--- src/rtl/add_pkg.sv ---
// Shared constants and types for the add_rsp adder / response buffer.
package add_pkg;

    localparam int ADD_WIDTH = 4;

    typedef enum logic [1:0] {
        IDLE   = 2'd0,
        ACTIVE = 2'd1,
        FULL   = 2'd2
    } state_e;

    typedef logic [ADD_WIDTH:0] result_t;

endpackage

--- src/rtl/add_rsp_fifo.sv ---
// Result buffer for add_rsp: storage, wrap-around pointers, occupancy and a
// registered head/valid pair so the consumer side never sees input logic.
module add_rsp_fifo
    import add_pkg::*;
#(
    parameter int DATA_W = ADD_WIDTH + 1,
    parameter int DEPTH  = 2
) (
    input  logic                    clk,
    input  logic                    rst,
    input  logic                    push,
    input  logic                    pop,
    input  logic [DATA_W-1:0]       wdata,
    output logic [DATA_W-1:0]       head,
    output logic                    nonempty,
    output logic [$clog2(DEPTH):0]  count
);

    localparam int PTR_W = $clog2(DEPTH);
    localparam int CNT_W = PTR_W + 1;
    localparam logic [CNT_W-1:0] CNT_ONE   = CNT_W'(1);
    localparam logic [CNT_W-1:0] CNT_DEPTH = CNT_W'(DEPTH);
    localparam logic [PTR_W-1:0] PTR_ONE   = PTR_W'(1);

    logic [DATA_W-1:0] mem_r [DEPTH];
    logic [PTR_W-1:0]  wr_ptr_r;
    logic [PTR_W-1:0]  rd_ptr_r;
    logic [CNT_W-1:0]  count_r;
    logic [DATA_W-1:0] head_r;
    logic              nonempty_r;

    logic              push_s;
    logic              pop_s;
    logic [CNT_W-1:0]  count_nxt_s;
    logic [PTR_W-1:0]  rd_nxt_s;
    logic [DATA_W-1:0] head_nxt_s;

    // Never push into a full buffer or pop an empty one, whatever the caller does.
    assign push_s = push && (count_r != CNT_DEPTH);
    assign pop_s  = pop && nonempty_r;

    // Next occupancy, read pointer and the entry that will sit at the head.
    always_comb begin
        count_nxt_s = count_r;
        rd_nxt_s    = rd_ptr_r;
        head_nxt_s  = '0;
        case ({push_s, pop_s})
            2'b10:   count_nxt_s = count_r + CNT_ONE;
            2'b01:   count_nxt_s = count_r - CNT_ONE;
            default: count_nxt_s = count_r;
        endcase
        if (pop_s) begin
            rd_nxt_s = rd_ptr_r + PTR_ONE;
        end else begin
            rd_nxt_s = rd_ptr_r;
        end
        // The incoming word becomes head when no older entry survives this edge.
        if (count_nxt_s == '0) begin
            head_nxt_s = '0;
        end else if ((count_r == '0) || (pop_s && (count_r == CNT_ONE))) begin
            head_nxt_s = wdata;
        end else begin
            head_nxt_s = mem_r[rd_nxt_s];
        end
    end

    // Pointer, occupancy and registered head/valid update.
    always_ff @(posedge clk) begin
        if (rst) begin
            wr_ptr_r   <= '0;
            rd_ptr_r   <= '0;
            count_r    <= '0;
            head_r     <= '0;
            nonempty_r <= 1'b0;
        end else begin
            if (push_s) begin
                wr_ptr_r <= wr_ptr_r + PTR_ONE;
            end
            rd_ptr_r   <= rd_nxt_s;
            count_r    <= count_nxt_s;
            head_r     <= head_nxt_s;
            nonempty_r <= (count_nxt_s != '0);
        end
    end

    // Storage write; contents are don't-care once the pointers are reset.
    always_ff @(posedge clk) begin
        if (push_s && !rst) begin
            mem_r[wr_ptr_r] <= wdata;
        end
    end

    assign head     = head_r;
    assign nonempty = nonempty_r;
    assign count    = count_r;

endmodule

--- src/rtl/add_rsp.sv ---
// Unsigned adder with a DEPTH-entry in-order result buffer and a completed-
// result counter that is only built when ADD_RSP_CNT_EN is defined.
module add_rsp
    import add_pkg::*;
#(
    parameter int WIDTH = ADD_WIDTH,
    parameter int DEPTH = 2
) (
    input  logic             clk,
    input  logic             rst,
    input  logic             in_valid,
    output logic             in_ready,
    input  logic [WIDTH-1:0] a,
    input  logic [WIDTH-1:0] b,
    output logic             out_valid,
    input  logic             out_ready,
    output logic [WIDTH:0]   sum,
    output logic             busy,
    output logic [7:0]       txn_cnt
);

    localparam int CNT_W = $clog2(DEPTH) + 1;
    localparam logic [CNT_W-1:0] OCC_ONE  = CNT_W'(1);
    localparam logic [CNT_W-1:0] OCC_LAST = CNT_W'(DEPTH - 1);

    state_e           state_r;
    logic [WIDTH:0]   add_s;
    logic             in_ready_s;
    logic             push_s;
    logic             pop_s;
    logic             fifo_valid_s;
    logic [WIDTH:0]   fifo_head_s;
    logic [CNT_W-1:0] occ_s;

    // Operands are zero-extended so the carry lands in the top bit.
    assign add_s      = {1'b0, a} + {1'b0, b};
    assign in_ready_s = !rst && (state_r != FULL);
    assign push_s     = in_valid && in_ready_s;
    assign pop_s      = fifo_valid_s && out_ready;

    add_rsp_fifo #(
        .DATA_W (WIDTH + 1),
        .DEPTH  (DEPTH)
    ) u_fifo (
        .clk      (clk),
        .rst      (rst),
        .push     (push_s),
        .pop      (pop_s),
        .wdata    (add_s),
        .head     (fifo_head_s),
        .nonempty (fifo_valid_s),
        .count    (occ_s)
    );

    // Occupancy state machine; FULL is what withholds in_ready.
    always_ff @(posedge clk) begin
        if (rst) begin
            state_r <= IDLE;
        end else begin
            case (state_r)
                IDLE: begin
                    if (push_s) state_r <= ACTIVE;
                    else        state_r <= IDLE;
                end
                ACTIVE: begin
                    if (push_s && !pop_s && (occ_s == OCC_LAST))     state_r <= FULL;
                    else if (pop_s && !push_s && (occ_s == OCC_ONE)) state_r <= IDLE;
                    else                                             state_r <= ACTIVE;
                end
                FULL: begin
                    if (pop_s) state_r <= ACTIVE;
                    else       state_r <= FULL;
                end
                default: state_r <= IDLE;
            endcase
        end
    end

`ifdef ADD_RSP_CNT_EN
    logic [7:0] txn_cnt_r;

    // Completed-result counter; wraps 255 -> 0 by its natural width.
    always_ff @(posedge clk) begin
        if (rst) begin
            txn_cnt_r <= 8'd0;
        end else if (pop_s) begin
            txn_cnt_r <= txn_cnt_r + 8'd1;
        end else begin
            txn_cnt_r <= txn_cnt_r;
        end
    end

    assign txn_cnt = txn_cnt_r;
`else
    assign txn_cnt = 8'd0;
`endif

    assign in_ready  = in_ready_s;
    assign out_valid = fifo_valid_s;
    assign busy      = fifo_valid_s;
    assign sum       = fifo_head_s;

endmodule

--- config.mk ---
export PLATFORM = sky130hd
export DESIGN_NAME = add_rsp
export DESIGN_NICKNAME = d
export VERILOG_FILES = /design/src/rtl/add_pkg.sv /design/src/rtl/add_rsp_fifo.sv /design/src/rtl/add_rsp.sv
export SDC_FILE = /design/constraint.sdc
export NUM_CORES = 1
export LEC_CHECK = 0
export BUFFER_PORTS_ARGS = -buffer_cell sky130_fd_sc_hd__clkbuf_2
export CAP_MARGIN = 20
export CORE_MARGIN = 2
export CORE_UTILIZATION = 47
export DETAILED_ROUTE_END_ITERATION = 6
export HOLD_SLACK_MARGIN = 0.15
export MAX_ROUTING_LAYER = met4
export PLACE_DENSITY = 0.74
export SLEW_MARGIN = 20
export SYNTH_ARGS = -nofsm -noshare
export SYNTH_HDL_FRONTEND = slang
export SYNTH_SLANG_ARGS = --single-unit
--- constraint.sdc ---
create_clock -name clk -period 2.2 [get_ports clk]
set_input_delay 0.11 -clock clk [delete_from_list [all_inputs] [get_ports clk]]
set_output_delay 0.11 -clock clk [all_outputs]
set_load 0.005 [all_outputs]
==> flow_metrics.tcl, run 1 <==
set metrics [dict create \
    vdd_drop_max_uv 376.6 \
    dr.pass1.iters 4 \
    global_route.usage.met3_pct 2.459 \
    min_path_type "in2reg" \
    cts_tree "yes" \
    crit_path_cell_trace "inv_1, ha_1, nor4b_4, ha_1, or2_0, o21ai_2, a21oi_2, a221oi_1" \
    yosys-top-cells-count "12 x dfxtp_1, 12 x nor2_1, 10 x buf_4, 10 x edfxtp_1, 9 x ha_1" \
    grt_antenna_before_repair 0 \
    grt.total_usage_pct 16.09 \
    synth_async_sr_flop_share_pct 0 \
    endpoint_kind "flop" \
    internal_power_uw 693.0 \
    timing.critical_path.max_delay_family "simple AND/OR/NAND/NOR gates" \
    p_sw_share_pct 32.02 \
    reg2reg_from "u_fifo.count[0]" \
    worstSkewPairLatency_ps 300 \
    totalWireLength_mm 2.070 \
    most_area_hungry_cell_type_in_the_yosys_netlist "edfxtp_1" \
    maximum_number_of_buffers_from_clock_root_to_sink 2 \
    row_count 18 \
    worst_hold_path.endpoint "u_fifo.mem_r[1][0]" \
    final_min_period_over_clock_period_pct 95.39 \
    cpPeakStageDelay_ps 340 \
    worst-r2r-cell-count 8 \
    die_height_um 54.66 \
    worst_path_max_delay_cell "dfxtp_2" \
    detailedPlacementHpwl_mm 1.589 \
    die_w_um 54.66 \
    fraction_of_final_layout_cells_sized_beyond_drive_strength_1_pct 26.81 \
    timing.final.setup_violations 0 \
    timing.critical_path.buf_inv 1 \
    count_of_pins_on_the_block_boundary 28 \
    outcome "completed" \
    grt_first_pass_wirelength_mm 3.243 \
    worst-endpoint-required_ps 2410 \
    ys_seq_elements 22 \
    netlist_area_mm2 0.001206 \
    synth-edff-count 10 \
    groute.layer.met1.usage_pct 18.42 \
    combinationalPowerShare_pct 31.3 \
    vias_in_the_first_global_route 779 \
    place_inst 159 \
    fmax_mhz 476.5 \
    min_path_cells 2 \
    timing.critical_path.from_type "flop" \
    antenna-diode-count 0 \
    grt_use_met2_pct 25.99 \
    r2r_end "u_fifo.head[3]" \
    switching_power_uw 326.4 \
    cts.sinks 22 \
    static-leakage-power_nw 0.6202 \
    gp_congestion 0.8466 \
    timing.setup.critical_path_class "reg2reg" \
    cts_root_buffer "clkbuf_4" \
    timing.final.hold_violations 0 \
    core_outline_area_mm2 0.002455 \
    grt_most_used_layer "met2" \
    drcViolationCount 0 \
    route.detailed.wl_per_inst_um 12.32 \
    grt_max_degree 13 \
    tritoncts.num_buffers 3 \
    synth_warnings 0 \
    floorplan.initialDensity_pct 49.13 \
    final_max_slew_viol_count 0 \
    drt-vias-per-instance 5.161 \
    sequential_cell_area_fraction_in_the_yosys_report_pct 44.81 \
    timing.final.crit_period_ps 2099 \
    via_count 867 \
    number_of_drc_markers_after_the_initial_detailed_route_iteration 14 \
    synth_largest_type_area_fraction_pct 24.90 \
    r2r_slack_ps 100 \
    maxCapViolations 0 \
    ant_nets 0 \
    layout-area-overhead-vs-synth_pct 14.00 \
    non_filler_instance_count_after_layout 168 \
    num-nets-final 161 \
    power_density_mw_per_mm2 741.3 \
    clk_pin_slew_worst_paths_ps 120 \
    dieArea_mm2 0.002988 \
    post_synth_inst_count 112 \
    port-buffer-count 19 \
    critPathMaxFanout 6 \
    postSynth.topFlopCell "dfxtp_1" \
    synth.avg_cell_area_um2 10.77 \
    ctsHtreeMaxLevel 1 \
    worst_path_most_repeated_cell "ha_1" \
    cp.arrival_ps 2310 \
    share_seq_of_total_power_pct 50.4 \
    leading_cell_types_by_total_area_after_synthesis "edfxtp_1 25%, dfxtp_1 20%, ha_1 9.3%, buf_4 6.2%, nor2_1 3.7%" \
    timing.clock.skew_ps 3.809 \
    share_clk_of_total_power_pct 18.2 \
    global_route.overflow_total 0 \
    hold-worst-slack_ps 170.3 \
    synth.lib_cells_used.distinct 35 \
    final.fill_count 212 \
    min_from "a[0]" \
]
==> power by group through the flow <==
stage	combinational, mW	sequential [mW]	clock [mW]
final	0.319	0.514	0.186
after global routing	0.354	0.519	0.203
after floorplan	0.226	0.523	0
after detailed placement	0.298	0.524	0
after global placement	0.288	0.521	0
after CTS	0.305	0.515	0.189
==> stage by stage <==
| stage | setup WS (ps) | utilization (%) | instance area [um^2] | power [mW] | TNS [ps] |
|---|---|---|---|---|---|
| 2_1_floorplan | 146.6 | - | 1232 | 0.7485 | 0 |
| 3_3_place_gp | 87.43 | 52.85 | 1297 | 0.8097 | 0 |
| 3_5_place_dp | -65.98 | 52.85 | 1297 | 0.8227 | -122.2 |
| 4_1_cts | 47.77 | 54.94 | 1349 | 1.009 | 0 |
| 5_1_grt | -24.90 | 56.01 | 1375 | 1.076 | -49.37 |
| 6_report | 101.4 | 56.01 | 1375 | 1.019 | 0 |
==> worst register-to-register path, stage by stage, from the launching register on <==
cell      delay (ps)
dfxtp_2          340
inv_1             60
ha_1             230
nor4b_4          310
ha_1             310
or2_0            250
o21ai_2          160
a21oi_2          120
a221oi_1         240
==> how the worst max path moves through the flow <==
stage	cells after the start	endpoint	startpoint	slack [ps]
after global placement	8	u_fifo.head[3]	u_fifo.count[0]	90
after detailed placement	8	u_fifo.head[3]	u_fifo.count[0]	-70
after CTS	8	u_fifo.head[3]	u_fifo.count[0]	50
after floorplan	8	u_fifo.head[3]	u_fifo.count[0]	150
after global routing	10	u_fifo.head[3]	u_fifo.count[0]	-20
final	8	u_fifo.head[3]	u_fifo.count[0]	100
==> final cells by class <==
cell class / instances / area (um^2) / share of cell area [%]
tap: 30 / 37.54 / 2.730
clock buffer: 3 / 22.52 / 1.638
multi-input combinational: 79 / 589.3 / 42.86
timing repair buffer: 25 / 145.1 / 10.56
clock inverter: 1 / 3.754 / 0.2730
inverter: 8 / 35.03 / 2.548
sequential: 22 / 541.8 / 39.40
==> per-layer routing <==
metal / wire length [um] / up-vias
li1: - / 428
met1: 876 / 390
met2: 1023 / 41
met3: 127 / 8
met4: 42 / 0
met5: 0 / -
==> what timing repair did <==
action,4_1_cts,5_1_grt
pin swaps,2,2
setup buffers,0,3
resized for setup,2,1
setup endpoints to repair,6,2
hold endpoints to repair,7,0
hold buffers,2,0
==> sequential cells by signal (all words and copies together) (netlist names) <==
register / cells
u_fifo.rd_ptr_r: 1
u_fifo.head: 5
u_fifo.count: 2
u_fifo.mem_r: 10
u_fifo.wr_ptr_r: 1
u_fifo.nonempty: 1
state_r: 2
==> layout by cell type (no fill, tap or decap), drive strengths merged, types with 2 or more instances in the layout <==
cell / n
o211ai: 2
a21oi: 8
nor2: 12
xnor2: 2
conb: 8
mux2i: 3
edfxtp: 10
nor2b: 5
o21ai: 4
clkbuf: 22
nor4b: 2
a211oi: 4
inv: 8
a21o: 4
ha: 9
dfxtp: 12
dlygate4sd3: 2
nand2: 5
xor2: 2
and2: 2
buf: 4
==> cell families after synthesis <==
group           count (synthesis)  synth area share (%)
simple gates                   29                 14.21
compound gates                 25                 13.59
flops                          22                 44.81
buf+inv                        18                 9.128
fa+ha+maj                      10                 11.00
xor+xnor                        4                 4.461
mux                             3                 2.490
other cells                     1                0.3109
Power figures use the tool's default switching activity.
==> run 2, diff against run 1 <==
--- a/config.mk
+++ b/config.mk
@@ -11,7 +11,6 @@
 export CORE_UTILIZATION = 47
 export DETAILED_ROUTE_END_ITERATION = 6
 export HOLD_SLACK_MARGIN = 0.15
-export MAX_ROUTING_LAYER = met4
 export PLACE_DENSITY = 0.74
 export SLEW_MARGIN = 20
 export SYNTH_ARGS = -nofsm -noshare
==> flow_metrics.tcl, run 2 (same netlist as run 1, synthesis figures left out) <==
set metrics [dict create \
    outcome "completed" \
    r2r_slack_ps 100 \
    cts_root_buffer "clkbuf_4" \
    fmax_mhz 476.5 \
    num-nets-final 161 \
    crit_cells 8 \
    maxCapViolations 0 \
    global_route.overflow_total 0 \
    final_min_period_over_clock_period_pct 95.39 \
    worstSkewPairLatency_ps 300 \
    die_height_um 54.66 \
    timing.critical_path.buf_inv 1 \
    cts.sinks 22 \
    grt_max_degree 13 \
    crit_start "u_fifo.count[0]" \
    drt-vias-per-instance 5.161 \
    grt_first_pass_wirelength_mm 3.236 \
    port-buffer-count 19 \
    crit_path_cell_trace "inv_1, ha_1, nor4b_4, ha_1, or2_0, o21ai_2, a21oi_2, a221oi_1" \
    timing.final.setup_violations 0 \
    fraction_of_final_layout_cells_sized_beyond_drive_strength_1_pct 26.81 \
    grt.total_usage_pct 15.64 \
    layout-area-overhead-vs-synth_pct 14.00 \
    dr.pass1.iters 4 \
    static-leakage-power_nw 0.6202 \
    leading_cell_types_in_the_layout_fill_and_taps_excluded "19 x clkbuf_2, 12 x nor2_1, 11 x dfxtp_1" \
    detailedPlacementHpwl_mm 1.589 \
    reg2reg_from "u_fifo.count[0]" \
    floorplan.initialDensity_pct 49.13 \
    timing.clock.skew_ps 3.809 \
    gp_congestion 0.8338 \
    worstSetupEndpoint "u_fifo.head[3]" \
    core_outline_area_mm2 0.002455 \
    r2r_end "u_fifo.head[3]" \
    largest_register "u_fifo.mem_r" \
    post-route-util_pct 56.01 \
    row_count 18 \
    power_density_mw_per_mm2 741.3 \
    worst-endpoint-required_ps 2410 \
    timing.setup.critical_path_class "reg2reg" \
    maximum_number_of_buffers_from_clock_root_to_sink 2 \
    clk_pin_slew_worst_paths_ps 120 \
    cpPeakStageDelay_ps 340 \
    totalWireLength_mm 2.070 \
    worst-r2r-cell-count 8 \
    critPathMaxFanout 6 \
    ant_nets 0 \
    largest_reg_flops 10 \
    number_of_drc_markers_after_the_initial_detailed_route_iteration 14 \
    vias_in_the_first_global_route 780 \
    die_w_um 54.66 \
    final_max_slew_viol_count 0 \
    via_count 867 \
    vdd_drop_max_uv 376.6 \
    route.detailed.wl_per_inst_um 12.32 \
    count_of_pins_on_the_block_boundary 28 \
    timing.critical_path.max_delay_family "simple AND/OR/NAND/NOR gates" \
    grt_antenna_before_repair 0 \
    timing.final.crit_period_ps 2099 \
    report.power.total_mw 1.019 \
    timing.final.hold_violations 0 \
    timing.critical_path.from_type "flop" \
    antenna-diode-count 0 \
    dieArea_mm2 0.002988 \
    tritoncts.num_buffers 3 \
    min_path_type "in2reg" \
    cts_tree "yes" \
    layout.cells.most_common "clkbuf_2" \
    ctsHtreeMaxLevel 1 \
    endpoint_kind "flop" \
    cp.arrival_ps 2310 \
    worst_path_most_repeated_cell "ha_1" \
    drcViolationCount 0 \
    worst_path_max_delay_cell "dfxtp_2" \
]
==> run 2: cell counts in the layout (fill, tap and decap cells not counted) <==
Identical to the previous run, type by type.
==> run 2: repair_timing <==
| item | 4_1_cts | 5_1_grt |
|---|---|---|
| setup endpoints to repair | 6 | 2 |
| endpoints found under the hold margin | 7 | 0 |
| hold buffers | 2 | 0 |
| setup buffers | 0 | 3 |
| pin swaps | 2 | 2 |
| resized for setup | 2 | 1 |
==> run 2: layout make-up <==
type                       instances  area, um^2
multi-input combinational         79       589.3
clock buffer                       3       22.52
sequential                        22       541.8
fill                             212        1080
clock inverter                     1       3.754
inverter                           8       35.03
timing repair buffer              25       145.1
tap                               30       37.54
==> run 2: report_power, final <==
group	internal [mW]	switching, mW	leakage (nW)	total (mW)
sequential	0.483	0.0311	0.191	0.514
combinational	0.144	0.176	0.414	0.319
clock	0.0662	0.120	0.0154	0.186
==> run 2: stage by stage <==
step	cells	cell area (um^2)	hold slack, ps	setup TNS, ps	worst slack (ps)
after global placement	159	1297	446.2	0	87.43
final	168	1375	170.3	0	101.4
after CTS	165	1349	161.9	0	47.77
after global routing	168	1375	196.3	-49.37	-24.90
after detailed placement	159	1297	448.3	-122.2	-65.98
after floorplan	119	1232	339.4	0	146.6
==> run 2: worst min-delay path by stage <==
stage	from	endpoint	slack (ps)	depth (start not counted)
finish	a[0]	u_fifo.mem_r[1][0]	170	2
global route	a[0]	u_fifo.mem_r[1][0]	200	2
CTS	a[0]	u_fifo.mem_r[1][0]	160	2
detailed placement	rst	u_fifo.rd_ptr_r	450	2
global placement	rst	u_fifo.rd_ptr_r	450	2
floorplan	rst	u_fifo.wr_ptr_r	340	2
==> run 2: per-layer routing <==
layer	global-route usage, %	part of all wire, %	up-vias	wire length, um
met2	25.99	49	41	1023
met4	10.42	2.0	0	42
li1	-	-	428	-
met1	18.42	42	390	876
met5	0	0	-	0
met3	2.459	6.1	8	127
